===== src/rtl/uart_pkg.sv =====
// Shared definitions for the UART memory dump path: frame constants and
// the state encodings of the word sequencer and the byte serializer.
package uart_pkg;

    localparam logic START_BIT      = 1'b0;
    localparam logic STOP_BIT       = 1'b1;
    localparam int   DATA_BITS      = 8;
    localparam int   BYTES_PER_WORD = 4;

    // The sequencer owns fetch and word bookkeeping; while a word is on the
    // wire it sits in SEND and the serializer walks START/DATA/STOP itself.
    typedef enum logic [2:0] {
        IDLE,
        FETCH,
        WAIT,
        LOAD,
        SEND,
        FIN
    } dump_state_e;

    typedef enum logic [1:0] {
        TX_IDLE,
        TX_START,
        TX_DATA,
        TX_STOP
    } tx_state_e;

endpackage


===== src/rtl/uart_mem_dump_if.sv =====
// Word read port between the dump engine and the upg side of data memory.
// The memory answers one clock after the read strobe.
interface uart_mem_dump_if #(
    parameter int ADDR_W = 14
) ();

    logic [ADDR_W-1:0] adr;
    logic              re;
    logic [31:0]       dat;

    modport master (
        output adr,
        output re,
        input  dat
    );

    modport slave (
        input  adr,
        input  re,
        output dat
    );

endinterface


===== src/rtl/uart_tx_byte.sv =====
// 8N1 byte serializer with a valid/ready input. Ready is raised both when
// idle and in the final cycle of a stop bit, so a byte offered then starts
// its start bit with no idle gap between frames.
module uart_tx_byte
    import uart_pkg::*;
#(
    parameter int CLKS_PER_BIT = 87
) (
    input  logic       clk_i,
    input  logic       rst_i,
    input  logic       in_valid_i,
    input  logic [7:0] in_data_i,
    output logic       in_ready_o,
    output logic       tx_o
);

    localparam int BAUD_W = (CLKS_PER_BIT > 1) ? $clog2(CLKS_PER_BIT) : 1;
    localparam logic [BAUD_W-1:0] BAUD_LAST = BAUD_W'(CLKS_PER_BIT - 1);
    localparam logic [2:0]        BIT_LAST  = 3'(DATA_BITS - 1);

    tx_state_e         state_q, state_d;
    logic [BAUD_W-1:0] baud_q, baud_d;
    logic [2:0]        bitIdx_q, bitIdx_d;
    logic [7:0]        shift_q, shift_d;
    logic              tx_q, tx_d;
    logic              baudTick;
    logic              ready;

    assign baudTick   = (baud_q == BAUD_LAST);
    assign in_ready_o = ready;
    assign tx_o       = tx_q;

    // Serializer state, baud counter, bit counter and line register.
    always_ff @(posedge clk_i) begin
        if (rst_i) begin
            state_q  <= TX_IDLE;
            baud_q   <= '0;
            bitIdx_q <= '0;
            shift_q  <= '0;
            tx_q     <= STOP_BIT;
        end else begin
            state_q  <= state_d;
            baud_q   <= baud_d;
            bitIdx_q <= bitIdx_d;
            shift_q  <= shift_d;
            tx_q     <= tx_d;
        end
    end

    // Each bit is held while the baud counter runs 0..CLKS_PER_BIT-1.
    always_comb begin
        state_d  = state_q;
        baud_d   = baud_q;
        bitIdx_d = bitIdx_q;
        shift_d  = shift_q;
        tx_d     = tx_q;
        ready    = 1'b0;

        case (state_q)
            TX_IDLE: begin
                ready = 1'b1;
                tx_d  = STOP_BIT;
            end
            TX_START: begin
                if (baudTick) begin
                    baud_d   = '0;
                    bitIdx_d = '0;
                    tx_d     = shift_q[0];
                    state_d  = TX_DATA;
                end else begin
                    baud_d = baud_q + BAUD_W'(1);
                end
            end
            TX_DATA: begin
                if (baudTick) begin
                    baud_d = '0;
                    if (bitIdx_q == BIT_LAST) begin
                        tx_d    = STOP_BIT;
                        state_d = TX_STOP;
                    end else begin
                        bitIdx_d = bitIdx_q + 3'd1;
                        shift_d  = shift_q >> 1;
                        tx_d     = shift_q[1];
                    end
                end else begin
                    baud_d = baud_q + BAUD_W'(1);
                end
            end
            TX_STOP: begin
                if (baudTick) begin
                    ready   = 1'b1;
                    baud_d  = '0;
                    tx_d    = STOP_BIT;
                    state_d = TX_IDLE;
                end else begin
                    baud_d = baud_q + BAUD_W'(1);
                end
            end
            default: begin
                state_d = TX_IDLE;
                tx_d    = STOP_BIT;
            end
        endcase

        if (ready && in_valid_i) begin
            state_d = TX_START;
            shift_d = in_data_i;
            baud_d  = '0;
            tx_d    = START_BIT;
        end
    end

endmodule


===== src/rtl/uart_mem_dump.sv =====
// Streams a window of data memory out on upg_tx, one 32-bit word at a time,
// least-significant byte first, so the host can verify what was programmed.
module uart_mem_dump
    import uart_pkg::*;
#(
    parameter int CLKS_PER_BIT = 87,
    parameter int ADDR_W       = 14,
    parameter int CNT_W        = 15
) (
    input  logic              upg_clk_i,
    input  logic              upg_rst_i,
    input  logic              start_i,
    input  logic [ADDR_W-1:0] base_adr_i,
    input  logic [CNT_W-1:0]  count_i,
    uart_mem_dump_if.master   mem,
    output logic              upg_tx_o,
    output logic              busy_o,
    output logic              done_o
);

    localparam logic [1:0] LAST_BYTE = 2'(BYTES_PER_WORD - 1);

    dump_state_e       state_q, state_d;
    logic [ADDR_W-1:0] addr_q, addr_d;
    logic [CNT_W-1:0]  remain_q, remain_d;
    logic [31:0]       word_q, word_d;
    logic [1:0]        byteIdx_q, byteIdx_d;
    logic              txValid;
    logic [7:0]        txByte;
    logic              txReady;

    uart_tx_byte #(
        .CLKS_PER_BIT(CLKS_PER_BIT)
    ) u_tx (
        .clk_i     (upg_clk_i),
        .rst_i     (upg_rst_i),
        .in_valid_i(txValid),
        .in_data_i (txByte),
        .in_ready_o(txReady),
        .tx_o      (upg_tx_o)
    );

    assign mem.adr = addr_q;
    assign mem.re  = (state_q == FETCH);
    assign busy_o  = (state_q != IDLE);
    assign done_o  = (state_q == FIN);

    // Sequencer state plus the latched window and the word being sent.
    always_ff @(posedge upg_clk_i) begin
        if (upg_rst_i) begin
            state_q   <= IDLE;
            addr_q    <= '0;
            remain_q  <= '0;
            word_q    <= '0;
            byteIdx_q <= '0;
        end else begin
            state_q   <= state_d;
            addr_q    <= addr_d;
            remain_q  <= remain_d;
            word_q    <= word_d;
            byteIdx_q <= byteIdx_d;
        end
    end

    // Byte 0 goes straight from the memory bus in LOAD; the rest are shifted
    // out of word_q each time the serializer can take another byte.
    always_comb begin
        state_d   = state_q;
        addr_d    = addr_q;
        remain_d  = remain_q;
        word_d    = word_q;
        byteIdx_d = byteIdx_q;
        txValid   = 1'b0;
        txByte    = word_q[7:0];

        case (state_q)
            IDLE: begin
                if (start_i) begin
                    if (count_i != '0) begin
                        addr_d   = base_adr_i;
                        remain_d = count_i;
                        state_d  = FETCH;
                    end else begin
                        state_d = FIN;
                    end
                end
            end
            FETCH: begin
                state_d = WAIT;
            end
            WAIT: begin
                state_d = LOAD;
            end
            LOAD: begin
                txValid = 1'b1;
                txByte  = mem.dat[7:0];
                if (txReady) begin
                    word_d    = mem.dat >> 8;
                    byteIdx_d = '0;
                    state_d   = SEND;
                end
            end
            SEND: begin
                if (txReady) begin
                    if (byteIdx_q != LAST_BYTE) begin
                        txValid   = 1'b1;
                        word_d    = word_q >> 8;
                        byteIdx_d = byteIdx_q + 2'd1;
                    end else if (remain_q > CNT_W'(1)) begin
                        remain_d = remain_q - CNT_W'(1);
                        addr_d   = addr_q + ADDR_W'(1);
                        state_d  = FETCH;
                    end else begin
                        state_d = FIN;
                    end
                end
            end
            FIN: begin
                state_d = IDLE;
            end
            default: begin
                state_d = IDLE;
            end
        endcase
    end

endmodule


===== src/flat_wrapper.sv =====
// flat-port wrapper written by rule: the top's interface ports become plain ports
module uart_mem_dump_flat import uart_pkg::*;
#(
    parameter int CLKS_PER_BIT = 87,
    parameter int ADDR_W       = 14,
    parameter int CNT_W        = 15
)
  (upg_clk_i, upg_rst_i, start_i, base_adr_i, count_i, upg_tx_o, busy_o, done_o, mem_adr, mem_re, mem_dat);
  uart_mem_dump_if #(.ADDR_W(ADDR_W)) mem_i ();
  input  logic upg_clk_i;
  input  logic upg_rst_i;
  input  logic start_i;
  input  logic [ADDR_W-1:0] base_adr_i;
  input  logic [CNT_W-1:0] count_i;
  output logic upg_tx_o;
  output logic busy_o;
  output logic done_o;
  output wire logic [$bits(mem_i.adr)-1:0] mem_adr;
  output wire logic [$bits(mem_i.re)-1:0] mem_re;
  input wire logic [$bits(mem_i.dat)-1:0] mem_dat;
  assign mem_adr = mem_i.adr;
  assign mem_re = mem_i.re;
  assign mem_i.dat = mem_dat;
  uart_mem_dump #(.CLKS_PER_BIT(CLKS_PER_BIT), .ADDR_W(ADDR_W), .CNT_W(CNT_W)) u_core (.upg_clk_i(upg_clk_i), .upg_rst_i(upg_rst_i), .start_i(start_i), .base_adr_i(base_adr_i), .count_i(count_i), .mem(mem_i), .upg_tx_o(upg_tx_o), .busy_o(busy_o), .done_o(done_o));
endmodule

===== config.mk =====
export PLATFORM = sky130hd
export DESIGN_NAME = uart_mem_dump_flat
export DESIGN_NICKNAME = d
export VERILOG_FILES = /design/src/rtl/uart_pkg.sv /design/src/rtl/uart_mem_dump_if.sv /design/src/rtl/uart_tx_byte.sv /design/src/rtl/uart_mem_dump.sv /design/src/flat_wrapper.sv
export SDC_FILE = /design/constraint.sdc
export NUM_CORES = 1
export LEC_CHECK = 0
export CAP_MARGIN = 25
export CORE_MARGIN = 2
export CORE_UTILIZATION = 45
export CTS_CLUSTER_DIAMETER = 120
export DETAILED_ROUTE_END_ITERATION = 8
export DONT_BUFFER_PORTS = 1
export HOLD_SLACK_MARGIN = 0.08
export PLACE_DENSITY = 0.58
export SYNTH_ARGS = -nofsm -noshare
export SYNTH_HDL_FRONTEND = slang
export SYNTH_HIERARCHICAL = 1
export SYNTH_SLANG_ARGS = --single-unit

===== constraint.sdc =====
create_clock -name upg_clk_i -period 7.2 [get_ports upg_clk_i]
set_input_delay 2.16 -clock upg_clk_i [delete_from_list [all_inputs] [get_ports upg_clk_i]]
set_output_delay 2.16 -clock upg_clk_i [all_outputs]
set_load 0.03 [all_outputs]

# Yosys cells after proc, flatten, opt, wreduce, memory -nomap -nowiden
# Index checks and enable logic that the tools add are counted.
# word_totals
regBits	87
latch_bits	0
mem_bits_rw	0
mem_bits_ro	0
input_bits	64
out_inout_bits	18
elab_cells	121
n_memories	0
# op_classes
add_sub_neg	5
mul	0
div	0
n_lt_le_gt_ge	1
eq_ne	28
shifts	0
mux	54
n_bitwise	0
n_reduce_logical	22
# ops
op	n
$mux 32	3
$mux 15	5
$mux 14	5
$pmux 32 s2	1
$mux 8	5
$pmux 15 s2	1
$pmux 14 s2	1
$mux 3	9
$ne 2x2->1 const B	8
$gt 15x1->1 const B	1
$pmux 3 s5	1
$reduce_bool 15->1	1
$sub 15x1->15 const B	1
$add 14x1->14 const B	1
$mux 2	7
$ne 2x1->1 const B	6
$ne 3x3->1 const B	4
$reduce_and 4->1	3
$reduce_and 5->1	2
$reduce_bool 2->1	5
$eq 3x3->1 const B	3
$mux 1	9
$add 7x1->7 const B	1
$eq 7x7->1 const B	1
21 further kinds	26

# Longest topological paths before layout
# Gate-level depths: netlist of run 1.
# logic_depth
depth_word	8
mapped_depth	12
depth_no_buf	9

# Cells and area by module
# Netlist of run 1, hierarchy kept.
# by_module_without_submodules
module	n_inst	cells_each	area_each_um2	seq_area_each_um2
uart_mem_dump	1	460	3480.8	1161.1
uart_tx_byte	1	130	1273.7	420.4

# Worst setup path before layout of run 1
# OpenSTA, ideal clock, no wires.
# synth_timing
path_type	input port to flip-flop
startpoint	input port count_i[5]
endpoint	register u_core.addr_q[0], in the netlist u_core/mem.adr[0]
setup_time_ns	0.101
arrival_time_ns	3.641
required_time_ns	7.099
setup_slack_ns	3.458
stages	7
n_path_buf	2
cell_sequence	or4_1 nor2_1 and4_1 clkbuf_1 clkbuf_1 o311ai_0 o41ai_1
# synth_via
elab_chain_len	3
# synth_rtl
item	line	source
start, declared	flat_wrapper.sv:14	input logic [CNT_W-1:0] count_i;
$reduce_bool 15->1	uart_mem_dump.sv:79	if (count_i != '0) begin
$ne 2x1->1 (no source line)	n/a	
$reduce_and 6->1 (no source line)	n/a	
end signal, assigned	uart_mem_dump.sv:58	addr_q <= addr_d;
end, declared	uart_mem_dump.sv:24	logic [ADDR_W-1:0] addr_q, addr_d;
# No other way between the ends.
# A chain may end at the register's enable or synchronous reset.

# Worst setup path in the final report of run 1
# layout_timing
startpoint	register u_core.state_q[2]
endpoint	output port mem_re
# layout_via
elab_chain_len	1
# layout_rtl
item	line	source
start, declared	uart_mem_dump.sv:23	dump_state_e state_q, state_d;
start signal, assigned	uart_mem_dump.sv:57	state_q <= state_d;
$eq 3x1->1	uart_mem_dump.sv:44	assign mem.re = (state_q == FETCH);
end, declared	flat_wrapper.sv:19	output wire logic [$bits(mem_i.re)-1:0] mem_re;
# No other way between the ends.

==> results.ini, run 1 <==
[run_status]
outcome=completed

[power]
cellInternalPower_mw=0.8309
cellLeakagePower_nw=1.699
power_frac_comb=0.308
p_per_area_nw_per_um2=271.2
switching_share=0.3835
p_seq_frac=0.429
switching_power_mw=0.5168
p_clk_frac=0.263
ir_worst_vdd_v=0.0001237

[floorplanning]
start_util=0.4626
core_um2=10280
die_y_um=106.8
rows=37
io_pins=82
die_area_um2=11400
fp.dieW_um=106.8

[timing]
maxSlewHeadroom=0.3966
tns_ns=0
max_clock_freq_ghz=0.2282
rsz0062_at_grt=false
finalCritPeriodShare=0.6088
hold_slack_ns=0.4560
drv_slew=0
min_period_ns=4.383
fin_skew_ns=0.01990
tightest_slew_ns=0.9051
hold_violations=0
finalSetupViolCount=0

[clock_network]
cts_made_buffers=9
cts.path.max_buffers=2
clockRootBuffer=clkbuf_8
clk_latency_ns=0.35
htree_levels=3
cts_tree=built
clkTransAtPathRegs_ns=0.09
ctsHoldBuffers=0
cts_resized=0
post_cts_buffers=0
cts.sinks=79

[detailed_routing]
vias=4342
drc=0
firstDrtPassIters=5
vias_per_cell=6.212
wire_per_inst_um=17.95
initialDrtViolationCount=296
ant_nets=0
wl_um=12550

[setup_path]
cp-start-kind=flop
cp_slowest_cell=dfxtp_1
critPathTopFamily=flip-flops
crit_required_ns=5.04
path_buf_inv=1
path_cells=inv_1 -> and3_1
cp-end-kind=primary output
crit_type=reg2out
crit_fanout=24
cp_slowest_stage_delay_ns=0.83
critPathArrivalTime_ns=2.22

[logic_synthesis]
ys_types=66
ys_ff_latch=79
netlist_top_cells_area=dfxtp_1 (33%), nand2_1 (7.2%), ha_1 (3.7%)
synth_ff_type=dfxtp_1
synthCells=590
syn_area_um2=4755
yosysTopAreaCell=dfxtp_1
synth_edf_count=0
synth_warnings=6
syn-num-nets=668
synthArstFlopShare=0
synth_seq_area_share=0.3326
synth.top_cell.area_share=0.3326
syn_area_per_cell_um2=8.059

[run]
drv_cap=0

[worst_hold_path]
hp-class=reg2reg

[final_layout]
synthToLayoutAreaGrowth_pct=4.526
regArea_um2=1582
drive_above_1_share=0.07993
fin_nets=636
nFillCells=1048
diodes=0
multi_input_area_um2=2899

[grt]
grt_overflow=0
grt_pass1_wl_um=20400
antenna_found_initial=0
gr-usage-all-layers=0.2197
grt_max_degree=78
grt_pass1_vias=4057

[place]
io_buffer_count=0
hpwl_um=8183
gp_congestion=0.8247

## through the flow
stage / cell area (µm²) / util / setup WS (ns) / std cells / total power, mW
CTS: 4962 / 0.4828 / 2.857 / 698 / 1.354
global route: 4970 / 0.4836 / 2.740 / 699 / 1.433
detailed placement: 4748 / 0.4620 / 2.949 / 682 / 0.9968
finish: 4970 / 0.4836 / 2.817 / 699 / 1.348
global placement: 4748 / 0.4620 / 2.962 / 682 / 0.9897
floorplan: 4755 / - / 3.458 / 590 / 0.9203
## state kept, by name (all words and copies together) (netlist names)
signal and flops:
u_core/u_tx/shift_q 8, u_core/u_tx/tx_o 1, u_core/word_q 24, u_core/u_tx/baud_q 7
u_core/byteIdx_q 2, u_core/u_tx/state_q 2, u_core/mem.adr 14, u_core/remain_q 15
u_core/state_q 3, u_core/u_tx/bitIdx_q 3
## cell usage after synthesis, types with 5 or more instances
cell type and number:
nand2_1 91, dfxtp_1 79, nor2_1 44, clkbuf_1 40, a21oi_1 34, o21ai_0 22, nand3_1 20, nor3_1 20
a311oi_1 18, nor4_1 18, o31ai_1 17, o311ai_0 15, ha_1 14, nor2b_1 14, inv_1 12, mux2i_1 9
nand2b_1 8, a221oi_2 7, or4_1 7, and3_1 6, nand4_1 6, a22oi_1 5, o41ai_1 5, or3_1 5
## cell type report
class / count / share of cell area
Multi-Input combinational cell: 448 / 0.5833
Sequential cell: 79 / 0.3182
Tap cell: 136 / 0.03424
Clock buffer: 11 / 0.03046
Clock inverter: 5 / 0.01259
Timing Repair Buffer: 8 / 0.01208
Inverter: 12 / 0.009063
## worst register-to-register path: cells and delay by family, from the launching register on
family,cells,cell delay [ns]
fa+ha+maj,1,0.38
flops,1,0.40
compound gates,3,1.45
buf+inv,2,0.45
simple gates,2,0.70
## layer usage
metal / GRT usage / vias to the layer above / routed length [µm] / share of wire
li1: - / 2142 / - / -
met1: 0.2988 / 2075 / 5926 / 0.47
met2: 0.3394 / 108 / 5641 / 0.45
met3: 0.05532 / 17 / 776 / 0.062
met4: 0.07421 / 0 / 205 / 0.016
met5: 0 / - / 0 / 0
## placed cells by master, fill, tap and decap left out, types with 3 or more instances in the layout
cell type,instances
nand2b_1,8
nor2b_1,14
dfxtp_1,79
nand3_1,20
nor3_1,19
a221oi_2,7
or3_1,5
a21oi_1,34
nand3b_1,3
buf_4,8
o311ai_0,15
inv_1,12
clkbuf_8,11
ha_1,14
o31ai_1,17
a22oi_1,5
o32ai_1,4
a311oi_1,18
xor2_1,4
nand4_1,6
and3_1,6
a211oi_1,4
nor3b_1,3
a31oi_1,3
mux2i_1,9
nand2_1,91
nor2_1,44
or4_1,7
o32ai_2,3
o41ai_1,5
a21o_1,3
nor4_1,18
o21ai_0,22
## cell families after synthesis
group,Yosys count,synth area share
compound gates,161,0.2608
xor+xnor,6,0.01105
fa+ha+maj,14,0.03684
buf+inv,63,0.05868
flops,79,0.3326
mux,10,0.02132
simple gates,257,0.2787
## worst paths after layout
kind	slack, ns	end	depth (start not counted)	start
max	2.82	mem_re	2	u_core/state_q[2]
max reg2reg	3.71	u_core/remain_q[8]	8	u_core/u_tx/state_q[0]
min	0.46	u_core/word_q[22]	2	u_core/word_q[22]
min reg2reg	0.46	u_core/word_q[22]	2	u_core/word_q[22]
## power groups by stage
stage / clock network (mW) / registers, mW / logic, mW
after detailed placement: 0 / 0.587 / 0.410
after global routing: 0.385 / 0.587 / 0.461
final: 0.354 / 0.579 / 0.415
after floorplan: 0 / 0.565 / 0.355
after CTS: 0.365 / 0.577 / 0.411
after global placement: 0 / 0.586 / 0.404
(Power assumes the default switching activity.)
==> run 2: changes to the inputs <==
==> constraint.sdc (replaced) <==
create_clock -name upg_clk_i -period 4.1 [get_ports upg_clk_i]
set_input_delay 1.23 -clock upg_clk_i [delete_from_list [all_inputs] [get_ports upg_clk_i]]
set_output_delay 1.23 -clock upg_clk_i [all_outputs]
set_load 0.03 [all_outputs]
==> run 2 against run 1 <==
Die area did not move. First-iteration DRC count rose by 5.7%. Via count rose by 1.1%. Largest power group unchanged. Worst setup slack got worse by 1.9 ns. Critical path type unchanged. Sequential share of layout area barely moved. Sequential cell count did not move.
==> results.ini, run 2 (synthesis results as in run 1) <==
[detailed_routing]
wire_per_inst_um=17.99
wl_met1_um=5801
drc=0
firstDrtPassIters=8
ant_nets=0
highest_layer=met4
vias=4390
met3RoutedLength_um=829
met2_length_um=5788
vias_per_cell=6.254
wl_um=12630
initialDrtViolationCount=313

[setup_path]
critPathArrivalTime_ns=1.93
crit_fanout=20
crit_required_ns=2.87
r2r_cells=6
crit_start=u_core/state_q[2]
cp-start-kind=flop
reg2reg_from=u_core/state_q[2]
crit_type=reg2out
cp-end-kind=primary output

[run]
drv_cap=0

[place]
place_area_um2=4771
io_buffer_count=0
hpwl_um=8495
place_inst=685
gp_congestion=0.8425
dpl_worst_slack_ns=1.006

[final_layout]
regArea_um2=1582
largest_register_ffs=24
diodes=0
regMostFlops=u_core/word_q
nFillCells=1049
synthToLayoutAreaGrowth_pct=4.474
layout_common_cells=nand2_1 (91), dfxtp_1 (79), nor2_1 (44)
stdcell_count=702
drive_above_1_share=0.08481
fin_nets=639
final_common_cell=nand2_1
multi_input_area_um2=2899
final_area_um2=4967
final_util=0.4833

[worst_hold_path]
hp-class=reg2reg
min_from=u_core/word_q[23]
whs_path_depth=2

[power]
p_per_area_nw_per_um2=464.2
cellLeakagePower_nw=1.705
ir_worst_vdd_v=0.0002026
power_mw=2.306

[clock_network]
cts_tree=built
clockRootBuffer=clkbuf_8
htree_levels=3
cts_resized=0
cts.path.max_buffers=2
post_cts_buffers=0
clk_latency_ns=0.36
cts.sinks=79
ctsHoldBuffers=0
clkTransAtPathRegs_ns=0.09
cts_made_buffers=9

[grt]
antenna_found_initial=0
grt_max_degree=78
grt_overflow=0
grt_pass1_vias=4135
grt_pass1_wl_um=20650
gr-usage-all-layers=0.2219

[floorplanning]
io_pins=82
rows=37
fp.dieW_um=106.8
die_y_um=106.8
core_um2=10280
start_util=0.4626
die_area_um2=11400

[run_status]
outcome=completed

[timing]
hold_slack_ns=0.4532
hold_violations=0
fin_ws_ns=0.9430
tns_ns=0
tightest_slew_ns=0.8720
finalSetupViolCount=0
max_clock_freq_ghz=0.3168
fin_skew_ns=0.01180
rsz0062_at_grt=false
drv_slew=0
maxSlewHeadroom=0.4143
finalCritPeriodShare=0.7700
min_period_ns=3.157

run 2: cell types whose count changed in the layout (fill, tap and decap cells not counted):
cell / previous run / this run
bufinv_16: 1 / 0
clkinv_4: 0 / 3
clkbuf_8: 11 / 10
clkinvlp_4: 2 / 1
buf_4: 8 / 11
run 2: final timing paths:
check	to	slack, ns
hold reg to reg	u_core/word_q[23]	0.45
setup / recovery	mem_re	0.94
hold / removal	u_core/word_q[23]	0.45
setup reg to reg	u_core/u_tx/shift_q[5]	1.04
run 2: worst max-delay path, cell delays in order (launching register included):
cell and delay (ns):
dfxtp_1 0.80, inv_1 0.40, and3_1 0.37
run 2: power breakdown:
group / leakage [nW] / total, mW / switching (mW) / internal (mW)
Sequential: 0.643 / 1.02 / 0.150 / 0.867
Clock: 0.0935 / 0.559 / 0.315 / 0.244
Combinational: 0.968 / 0.731 / 0.455 / 0.276
Total: 1.70 / 2.31 / 0.919 / 1.39
run 2: per-layer routing:
layer	vias up	track usage
li1	2152	-
met4	0	0.07421
met5	-	0
met2	132	0.3535
met3	21	0.05350
met1	2085	0.2947
run 2: area by class of cell:
cell class              instances  area share
clock buffers                  10     0.02771
clock inverters                 6     0.01033
flip-flops and latches         79      0.3184
inverters                      12    0.009068
repair buffers                 11     0.01662
well taps                     136     0.03426
multi-input cells             448      0.5836
